## src/rtl/cpu_pkg.sv

```systemverilog
// Shared definitions for the ARM datapath: condition codes, flag bit positions
// and FlagW strobe positions.
package cpu_pkg;

   localparam logic [3:0] COND_EQ = 4'b0000;
   localparam logic [3:0] COND_NE = 4'b0001;
   localparam logic [3:0] COND_CS = 4'b0010;
   localparam logic [3:0] COND_CC = 4'b0011;
   localparam logic [3:0] COND_MI = 4'b0100;
   localparam logic [3:0] COND_PL = 4'b0101;
   localparam logic [3:0] COND_VS = 4'b0110;
   localparam logic [3:0] COND_VC = 4'b0111;
   localparam logic [3:0] COND_HI = 4'b1000;
   localparam logic [3:0] COND_LS = 4'b1001;
   localparam logic [3:0] COND_GE = 4'b1010;
   localparam logic [3:0] COND_LT = 4'b1011;
   localparam logic [3:0] COND_GT = 4'b1100;
   localparam logic [3:0] COND_LE = 4'b1101;
   localparam logic [3:0] COND_AL = 4'b1110;
   localparam logic [3:0] COND_NV = 4'b1111;

   localparam int FLAG_N = 3;
   localparam int FLAG_Z = 2;
   localparam int FLAG_C = 1;
   localparam int FLAG_V = 0;

   localparam int FLAGW_NZ = 1;
   localparam int FLAGW_CV = 0;

endpackage

```

## src/rtl/cond_check.sv

```systemverilog
// Pure combinational evaluation of the 4-bit condition field against the
// registered NZCV flags.
module cond_check
   import cpu_pkg::*;
(
   input  logic [3:0] Cond,
   input  logic [3:0] Flags,
   output logic       CondEx
);

   logic n, z, c, v;

   assign n = Flags[FLAG_N];
   assign z = Flags[FLAG_Z];
   assign c = Flags[FLAG_C];
   assign v = Flags[FLAG_V];

   // NOTE: defaulting the output before the case keeps always_comb latch-free
   // even if a branch is later removed.
   always_comb begin
      CondEx = 1'b0;
      case (Cond)
         COND_EQ: CondEx = z;
         COND_NE: CondEx = !z;
         COND_CS: CondEx = c;
         COND_CC: CondEx = !c;
         COND_MI: CondEx = n;
         COND_PL: CondEx = !n;
         COND_VS: CondEx = v;
         COND_VC: CondEx = !v;
         COND_HI: CondEx = c & !z;
         COND_LS: CondEx = !c | z;
         COND_GE: CondEx = (n == v);
         COND_LT: CondEx = (n != v);
         COND_GT: CondEx = !z & (n == v);
         COND_LE: CondEx = z | (n != v);
         COND_AL: CondEx = 1'b1;
         COND_NV: CondEx = 1'b0;
         default: CondEx = 1'b0;
      endcase
   end

endmodule

```

## src/rtl/cond_unit.sv

```systemverilog
// Conditional-execution stage: NZCV flag register, write-strobe gating and
// saturating executed/squashed instruction counters.
module cond_unit
   import cpu_pkg::*;
#(
   parameter int CNT_W = 16
) (
   input  logic             clk,
   input  logic             rst_n,
   input  logic             InstrValid,
   input  logic [3:0]       Cond,
   input  logic [3:0]       ALUFlags,
   input  logic [1:0]       FlagW,
   input  logic             PCS,
   input  logic             RegW,
   input  logic             MemW,
   input  logic             NoWrite,
   output logic             PCSrc,
   output logic             RegWrite,
   output logic             MemWrite,
   output logic             CondEx,
   output logic [3:0]       Flags,
   output logic [CNT_W-1:0] ExecCount,
   output logic [CNT_W-1:0] SquashCount
);

   logic go;

   // Evaluated against the registered flags; ALUFlags is never bypassed.
   cond_check u_cond_check (
      .Cond   (Cond),
      .Flags  (Flags),
      .CondEx (CondEx)
   );

   assign go       = InstrValid & CondEx;
   assign PCSrc    = PCS  & go;
   assign RegWrite = RegW & go & !NoWrite;
   assign MemWrite = MemW & go;

   // NOTE: sequential state uses non-blocking assignments so every register
   // samples pre-edge values regardless of statement order.
   always_ff @(posedge clk or negedge rst_n) begin
      if (!rst_n) begin
         Flags <= 4'b0000;
      end else if (go) begin
         if (FlagW[FLAGW_NZ]) Flags[FLAG_N:FLAG_Z] <= ALUFlags[FLAG_N:FLAG_Z];
         if (FlagW[FLAGW_CV]) Flags[FLAG_C:FLAG_V] <= ALUFlags[FLAG_C:FLAG_V];
      end
   end

   // Counters stick at all-ones rather than wrapping.
   always_ff @(posedge clk or negedge rst_n) begin
      if (!rst_n) begin
         ExecCount   <= '0;
         SquashCount <= '0;
      end else if (InstrValid) begin
         if (CondEx) begin
            if (!(&ExecCount)) ExecCount <= ExecCount + CNT_W'(1);
         end else begin
            if (!(&SquashCount)) SquashCount <= SquashCount + CNT_W'(1);
         end
      end
   end

endmodule

```

## config.mk

```make
export PLATFORM = sky130hd
export DESIGN_NAME = cond_unit
export DESIGN_NICKNAME = d
export VERILOG_FILES = /design/src/rtl/cpu_pkg.sv /design/src/rtl/cond_check.sv /design/src/rtl/cond_unit.sv
export SDC_FILE = /design/constraint.sdc
export NUM_CORES = 1
export LEC_CHECK = 0
export ABC_AREA = 0
export BUFFER_PORTS_ARGS = -buffer_cell sky130_fd_sc_hd__buf_2
export CORE_MARGIN = 2
export CORE_UTILIZATION = 40
export CTS_CLUSTER_DIAMETER = 60
export DETAILED_ROUTE_END_ITERATION = 12
export PLACE_DENSITY = 0.73
export SLEW_MARGIN = 40
export SYNTH_ARGS = -nofsm -noshare
export SYNTH_HDL_FRONTEND = slang
export SYNTH_SLANG_ARGS = --single-unit
```

## constraint.sdc

```tcl
create_clock -name clk -period 1.9 [get_ports clk]
set_input_delay 0.19 -clock clk [delete_from_list [all_inputs] [get_ports clk]]
set_output_delay 0.19 -clock clk [all_outputs]
set_load 0.03 [all_outputs]
```

# After elaboration in Yosys (flattened, before gate mapping)
# Cells that the tools add are included.
# classes
eq_ne,17
n_shift,0
mul,0
n_bitwise,12
add_sub_neg,2
n_lt_le_gt_ge,0
n_mux,1
n_reduce_logical,12
div_mod_pow,0
# op_table
operator,count
"16-bit by 1-bit adder with 16-bit output, second input constant",2
"4-bit equality test, second input constant",8
16-bit AND reduction,2
"4-bit by 3-bit equality test with 1-bit output, second input constant",4
1-bit one-hot mux with 16 select lines,1
"4-bit by 2-bit equality test with 1-bit output, second input constant",2
1-bit bitwise AND,7
3-bit AND reduction,2
1-bit zero test,5
"4-bit by 1-bit equality test with 1-bit output, second input constant",1
4-bit zero test,1
2-bit AND reduction,2
1-bit NOT,3
1-bit bitwise OR,2
1-bit equality test,1
1-bit != test,1
# totals
inputBits,17
ramBits,0
register_bits,36
wordCells,48
mem_bits_ro,0
memories,0
output_inout_bits,40
latchBits,0

# Longest topological paths before layout
# Gate-level depths: netlist of run 1.
# logic_depth
ltp_word,6
depth_mapped,10
ltp_nobuf,8

# Modules after synthesis
# A second synthesis of run 1 with hierarchy kept.
# hier_totals
cells_unflattened,194
area_unflattened_um2,1984.4
# by_module_without_submodules
mod,cells_each,area_each_um2,n_inst
cond_unit,171,1829.3,1
cond_check,23,155.1,1

# Worst setup path before layout of run 1
# OpenSTA, ideal clock, no wires.
# synth_timing
kind,register -> register
start,register ExecCount[0]
end,register ExecCount[1]
path_stages_with_launch,8
setup_slack_ns,-0.391
t_arrival_ns,2.166
required_time_ns,1.775
n_path_buf,1
period_less_slack_ns,2.291
cell_sequence,dfrtp_1 > ha_1 > nand3_1 > or3_1 > clkbuf_1 > o31ai_2 > nor2_1 > mux2_2
# synth_via
elab_chain_cells,3
word_cells_on_any_way,4
classes_between,add/sub (1); bitwise (1); reduce/logical (2)
# synth_lines
element,line,source
"start, declared",cond_unit.sv:23,"output logic [CNT_W-1:0] ExecCount,"
"start signal, assigned",cond_unit.sv:59,if (!(&ExecCount)) ExecCount <= ExecCount + CNT_W'(1);
branches (longest 3 deep; another with 16-bit by 1-bit adder with 16-bit output),-,
# Several ways; the timed one is not identified.
# A chain may end at the register's enable or synchronous reset.

# Final worst setup path of run 1
# layout_timing
start,register Flags[3]
end,output port RegWrite
# layout_via
elab_chain_cells,6
word_cells_on_any_way,9
classes_between,eq/ne (2); mux (1); bitwise (5); reduce/logical (1)
# layout_lines
element,line,source
"start, declared",cond_unit.sv:22,"output logic [3:0] Flags,"
"start signal, assigned by index",cond_unit.sv:47,if (FlagW[FLAGW_NZ]) Flags[FLAG_N:FLAG_Z] <= ALUFlags[FLAG_N:FLAG_Z];
"start signal, assigned by index",cond_unit.sv:48,if (FlagW[FLAGW_CV]) Flags[FLAG_C:FLAG_V] <= ALUFlags[FLAG_C:FLAG_V];
1-bit != test / 1-bit equality test (equally long branches),-,
1-bit bitwise OR / 1-bit bitwise AND (equally long branches),"cond_check.sv:36, cond_check.sv:35",
1-bit one-hot mux with 16 select lines (*),cond_check.sv:22,case (Cond)
1-bit bitwise AND (*),cond_unit.sv:36,assign go = InstrValid & CondEx;
1-bit bitwise AND (*) (2 in a row),cond_unit.sv:38,assign RegWrite = RegW & go & !NoWrite;
"end, declared",cond_unit.sv:19,"output logic RegWrite,"
# Every way passes the cells marked *; elsewhere a longest branch is shown, timed or not.

==> run metrics, run 1 <==
post-synthesis register bit count=36; VDD IR-drop max=between 0.8 and 0.9 mV; largest net degree at the start of global routing=37; asr flop ratio synth=100%; vias per inst=approximately 5.3; Die Y=between 70 and 80 um; Synth area leaders=dfrtp_1, xnor2_1, xor2_1, nand4_1, mux2_2; Worst path depth=8; Setup crit start=Flags[3]; via count=around 1,800; Finish-stage setup viols=40; syn nets=around 200; Post-DP Area=roughly 2600 um^2; global-route wire length before repair=about 8100 um; final antenna-violating net count=0; die area=approximately 5600 um^2; Synth Warn #=0; Placer Congestion=roughly 0.8; Crit Path Max Fanout=5; pwr dens=1310 nW/um^2; WS Path Type=flop to output port; Crit Reg-Reg Endpoint=SquashCount[1]; nets=286; flop2flop setup slack=-0.33 ns; clock skew=0.00921 ns; Netlist Area Pre-Place=2020 um^2; most frequent cell after synthesis=dfrtp_1; synth cell count leaders=dfrtp_1, nand4_1, xnor2_1; final std cells w/o fill=around 340; Post-Synthesis Cells=approximately 180; H-tree levels=2; Seq/Total Area, Yosys=44.5%; hold depth=2; TritonCTS Buffers=5; slew margin rel.=around two thirds; Root Driver=clkbuf_8; CP delay by family, top=compound AO/OA/AOI/OAI gates; WL/cell=around 15 um; fin crit share=120%; fmax=about 440 MHz; CTS sink cnt=36; min-delay worst type=input pin to flop; PnR worst setup slack=-0.385 ns; CP endpoint=RegWrite; total global-route track usage=between 10% and 20%; Critical Path Start Type=flop; grt total ovfl=0; share of layout cells above drive strength 1=between 50% and 60%; worst r2r src=Flags[3]; Core Box Area=just under 5000 um^2; post-synth top area cell=dfrtp_1; post-route cell area=about 3000 um^2; CTS clk-pin slew, worst paths=roughly 0.080 ns; Yosys cell types=40; io pins=57; WP data arrival=between 2 and 2.5 ns; maxcap violations=0; Initial Util=around 42%; number of global-route vias before repair=between 1,500 and 2,000; Critical Path RT=approximately 1.7 ns; RSZ-0062 raised after global routing=yes; Synth top area share=about 44%; number of antenna diodes=0; Placed Cells=~320; Final Max Slew Viols=0; DP Wirelength=between 3000 and 4000 um; Routed WL=about 5000 um; CTS tree=yes; actual slew at the worst max-slew pin=0.472 ns; failing checks=setup timing; Synth-to-Final Area Change=47.0%; cells along the critical path=xor2_2, a21oi_1, o22ai_2, nand2b_4, a32oi_4, inv_6, and4b_2, buf_6; utilization after layout=~62%; outcome=complete, but fails checks; DRT Pass-1 Iters=4; Final Power=0.00389 W; # DRC=0; Worst setup EP type=output port; P_leak=between 1 and 1.5 nW; FP Rows=25; CP max-delay cell=dfrtp_2; initial antenna violation count=0; Die X=75.1 um; Period minus WS final=approximately 2.3 ns; Crit path largest cell delay=between 0.4 and 0.5 ns; starting DRC count in detailed routing=160; final hold vios=0; Main synth FF type=dfrtp_1; IO Port Bufs=56; number of flops mapped to enable cells by yosys=0; Worst Reg2Reg Path Length in Cells=9; Syn Area/Cell=around 11 um^2; Longest Clk Path Bufs=2; Buf/Inv on CP=2; worst skew pair latency=around 0.29 ns
what timing repair did:
item / 4_1_cts / 5_1_grt
gates resized for setup: 28 / 4
setup buffers: 2 / 0
hold buffers: 0 / 1
setup endpoints to repair: 40 / 40
pin swaps: 14 / 9
endpoints found under the hold margin: 0 / 36
through the flow:
step | hold slack [ns] | TNS [ns] | setup slack [ns]
after floorplan | -0.106 | -4.79 | -0.292
after global placement | 0.332 | -2.03 | -0.145
after detailed placement | 0.339 | -3.77 | -0.213
after CTS | 0.00985 | -8.36 | -0.392
after global routing | 0.106 | -12.45 | -0.488
final | 0.124 | -8.46 | -0.385
where the power goes:
group	leakage, nW	switching, W	internal [W]
registers	0.462	0.000181	0.000950
clock network	0.0784	0.000296	0.000657
logic	0.884	0.00105	0.000754
sequential cells by signal, indices dropped and copies added, names as in the netlist:
register     count
ExecCount       16
SquashCount     16
Flags            4
layer usage:
metal,GRT usage [%],wire length (um),vias to the layer above
met4,7.21,131,0
met1,23.1,2120,886
met3,5.35,196,13
met5,0,0,-
li1,-,-,819
met2,32.5,2570,44
cell families after synthesis:
group | synth area share [%]
AO/OA/AOI/OAI | 4.33
XOR/XNOR | 15.3
adder cells (fa/ha/maj) | 1.24
buffers and inverters | 3.89
flip-flops | 44.5
multiplexers | 5.50
AND/OR/NAND/NOR | 25.2
final cells by class:
class                      count  area, um^2
timing repair buffer          88         567
fill                         407        1840
sequential                    36         911
inverter                       2        12.5
multi-input combinational    134        1240
clock inverter                 3        90.1
tap                           67        83.8
clock buffer                   5        68.8
layout by cell type, fill, tap and decap left out, drive strengths merged, types with 2 or more instances in the layout:
cell type,n
a32oi,2
and4,2
and3,10
nand2,11
nand4,18
dfrtp,36
nand2b,2
nor4,4
buf,87
bufinv,3
nor3,6
a21oi,2
clkbuf,5
and4b,2
inv,2
mux2,7
xor2,17
ha,2
xnor2,15
nand3,10
nor2,14
worst min-delay path by stage:
| stage | startpoint | end | slack, ns |
|---|---|---|---|
| global placement | rst_n | SquashCount[13] | 0.33 |
| global route | ALUFlags[1] | Flags[1] | 0.11 |
| finish | ALUFlags[1] | Flags[1] | 0.12 |
| floorplan | rst_n | ExecCount[0] | -0.11 |
| CTS | rst_n | SquashCount[13] | 0.01 |
| detailed placement | rst_n | SquashCount[13] | 0.34 |
Power figures use the tool's default switching activity.
==> run 2, diff against run 1 <==
- RECOVER_POWER: default -> 25
==> run 2 against run 1 <==
  * The flow still finishes with violations (setup timing)
  * Sequential share of layout area about the same
  * Count of clock-buffer cells in the layout did not move
  * Combinational power hardly changed
  * Clock skew unchanged
  * Wire length down 0.14%
  * Register-to-register slack is essentially flat
  * Core utilization decreased by 0.052 points
  * Maximum frequency is essentially flat
  * Worst setup slack about the same
  * First-iteration DRC count up 1.3%
  * Critical path depth is the same
  * Global-route usage unchanged
  * Critical endpoint unchanged
==> run metrics, run 2 (synthesis gave the netlist of run 1 again) <==
outcome=complete, but fails checks; failing checks=setup timing; share of layout cells above drive strength 1=57.5% (unchanged); via count=1,762 (unchanged); TritonCTS Buffers=5 (unchanged); Sequential cell area=911 um^2 (unchanged); VDD IR-drop max=0.833 mV (about the same); CP delay by family, top=compound AO/OA/AOI/OAI gates; Longest Clk Path Bufs=2 (unchanged); DP Wirelength=3540 um (unchanged); most common cell after layout, fill and taps aside=buf_2; Placed Cells=324 (unchanged); grt total ovfl=0 (unchanged); final std cells w/o fill=335 (unchanged); utilization after layout=61.7% (about the same); met1 Use GR=23.1% (unchanged); fin crit share=120% (about the same); CTS clk-pin slew, worst paths=0.08 ns (about the same); DRT Pass-1 Iters=4 (unchanged); Hold Startpoint=ALUFlags[1]; Routed WL=5000 um (-0.14%); vias per inst=5.26 (unchanged); Placement Setup Slack=-0.213 ns (unchanged); slew margin rel.=38.2% (-30 points); WL/cell=14.9 um (-0.14%); cells along the critical path=xor2_2, a21oi_1, o22ai_2, nand2b_4, a32oi_4, inv_6, and4b_2, buf_6; PnR worst setup slack=-0.385 ns (+0.000461 ns); final antenna-violating net count=0 (unchanged); FP Rows=25 (unchanged); largest net degree at the start of global routing=37 (unchanged); Die X=75.1 um (unchanged); WS Path Type=flop to output port; met3 usage=5.35% (unchanged); sum of negative setup slack=-8.44 ns (+0.0175 ns); clock skew=0.00921 ns (unchanged); Period minus WS final=2.28 ns (-0.000461 ns); Critical Path RT=1.71 ns (about the same); starting DRC count in detailed routing=162 (+1.3%); final hold vios=0 (unchanged); actual slew at the worst max-slew pin=0.926 ns (+0.455 ns); FILL cells=408 (+0.25%); M2 GR Usage=32.5% (unchanged); Critical Path Start Type=flop; nets=286 (unchanged); P_leak=1.42 nW (about the same); RSZ-0062 raised after global routing=yes; hold path endpoint=Flags[1]; number of antenna diodes=0 (unchanged); flop2flop setup slack=-0.33 ns (about the same); # DRC=0 (unchanged); CTS tree=yes; Crit Path Max Fanout=5 (unchanged); Crit path largest cell delay=0.44 ns (about the same); IO Port Bufs=56 (unchanged); Largest regs=ExecCount (16), SquashCount (16), Flags (4); die area=5650 um^2 (unchanged); Initial Util=42.0% (unchanged); Synth-to-Final Area Change=46.8% (about the same); global-route wire length before repair=8080 um (unchanged); worst r2r src=Flags[3]; Die Y=75.1 um (unchanged); busiest grt layer=met2; min-delay worst type=input pin to flop; initial antenna violation count=0 (unchanged); pwr dens=1310 nW/um^2 (about the same); Final Max Slew Viols=0 (unchanged); Buf/Inv on CP=2 (unchanged); Crit Reg-Reg Endpoint=SquashCount[1]; H-tree levels=2 (unchanged); Setup crit start=Flags[3]; io pins=57 (unchanged); CP max-delay cell=dfrtp_2; worst skew pair latency=0.29 ns (about the same); Worst Reg2Reg Path Length in Cells=9 (unchanged); Root Driver=clkbuf_8; total global-route track usage=19.1% (unchanged); Placer Congestion=0.816 (unchanged); Finish-stage setup viols=40 (unchanged); most frequent cells in the layout=buf_2, buf_4, dfrtp_1; CTS sink cnt=36 (unchanged); multi-input combinational cell area=1240 um^2 (unchanged); number of global-route vias before repair=1,740 (unchanged); Core Box Area=4820 um^2 (unchanged); maxcap violations=0 (unchanged); Worst setup EP type=output port; WP data arrival=2.09 ns (about the same); fmax=438 MHz (about the same); hold depth=2 (unchanged)
==> run 2: changes by cell type in the layout (fill, tap and decap cells not counted) <==
cell,previous run,this run
clkbuf_2,0,1
buf_4,31,30
==> run 2: how the worst max path moves through the flow <==
| stage | cells past startpoint | slack [ns] | end |
|---|---|---|---|
| after CTS | 7 | -0.39 | CondEx |
| final | 8 | -0.38 | RegWrite |
| after global routing | 8 | -0.49 | RegWrite |
| after global placement | 8 | -0.15 | SquashCount[1] |
| after detailed placement | 8 | -0.21 | ExecCount[8] |
| after floorplan | 7 | -0.29 | PCSrc |
==> run 2: cell type report <==
type,instances,area share [%]
sequential,36,30.6
clock inverter,3,3.03
inverter,2,0.421
tap,67,2.82
timing repair buffer,88,19.0
clock buffer,5,2.31
multi-input combinational,134,41.8
==> run 2: what timing repair did <==
item,in CTS,in global routing
hold buffers,0,1
setup endpoints to repair,40,40
resized for setup,28,4
pin swaps,14,9
hold endpoints to repair,0,36
setup buffers,2,0
==> run 2: worst register-to-register path, stage by stage, from the launching register on <==
cell      delay [ns]
dfrtp_2         0.44
xor2_2          0.20
a21oi_1         0.20
o22ai_2         0.12
nand2b_4        0.16
a32oi_4         0.27
buf_4           0.17
buf_4           0.16
nand3_2         0.09
mux2_1          0.31
==> run 2: power by group <==
part	internal (W)	total [W]	leakage, nW	switching, W
sequential	0.000950	0.00113	0.462	0.000180
combinational	0.000753	0.00181	0.883	0.00105
clock	0.000657	0.000953	0.0784	0.000296
==> run 2: through the flow <==
| stage | power (W) | cell area [um^2] | hold slack (ns) |
|---|---|---|---|
| 2_1_floorplan | 0.00219 | 2100 | -0.106 |
| 3_3_place_gp | 0.00273 | 2620 | 0.332 |
| 3_5_place_dp | 0.00278 | 2620 | 0.339 |
| 4_1_cts | 0.00389 | 2940 | 0.00985 |
| 5_1_grt | 0.00411 | 2970 | 0.106 |
| 6_report | 0.00389 | 2970 | 0.124 |
==> run 2: layer usage <==
layer	routed length (um)	part of all wire, %
met5	0	0
met4	131	2.6
met3	196	3.9
met2	2560	51
met1	2110	42
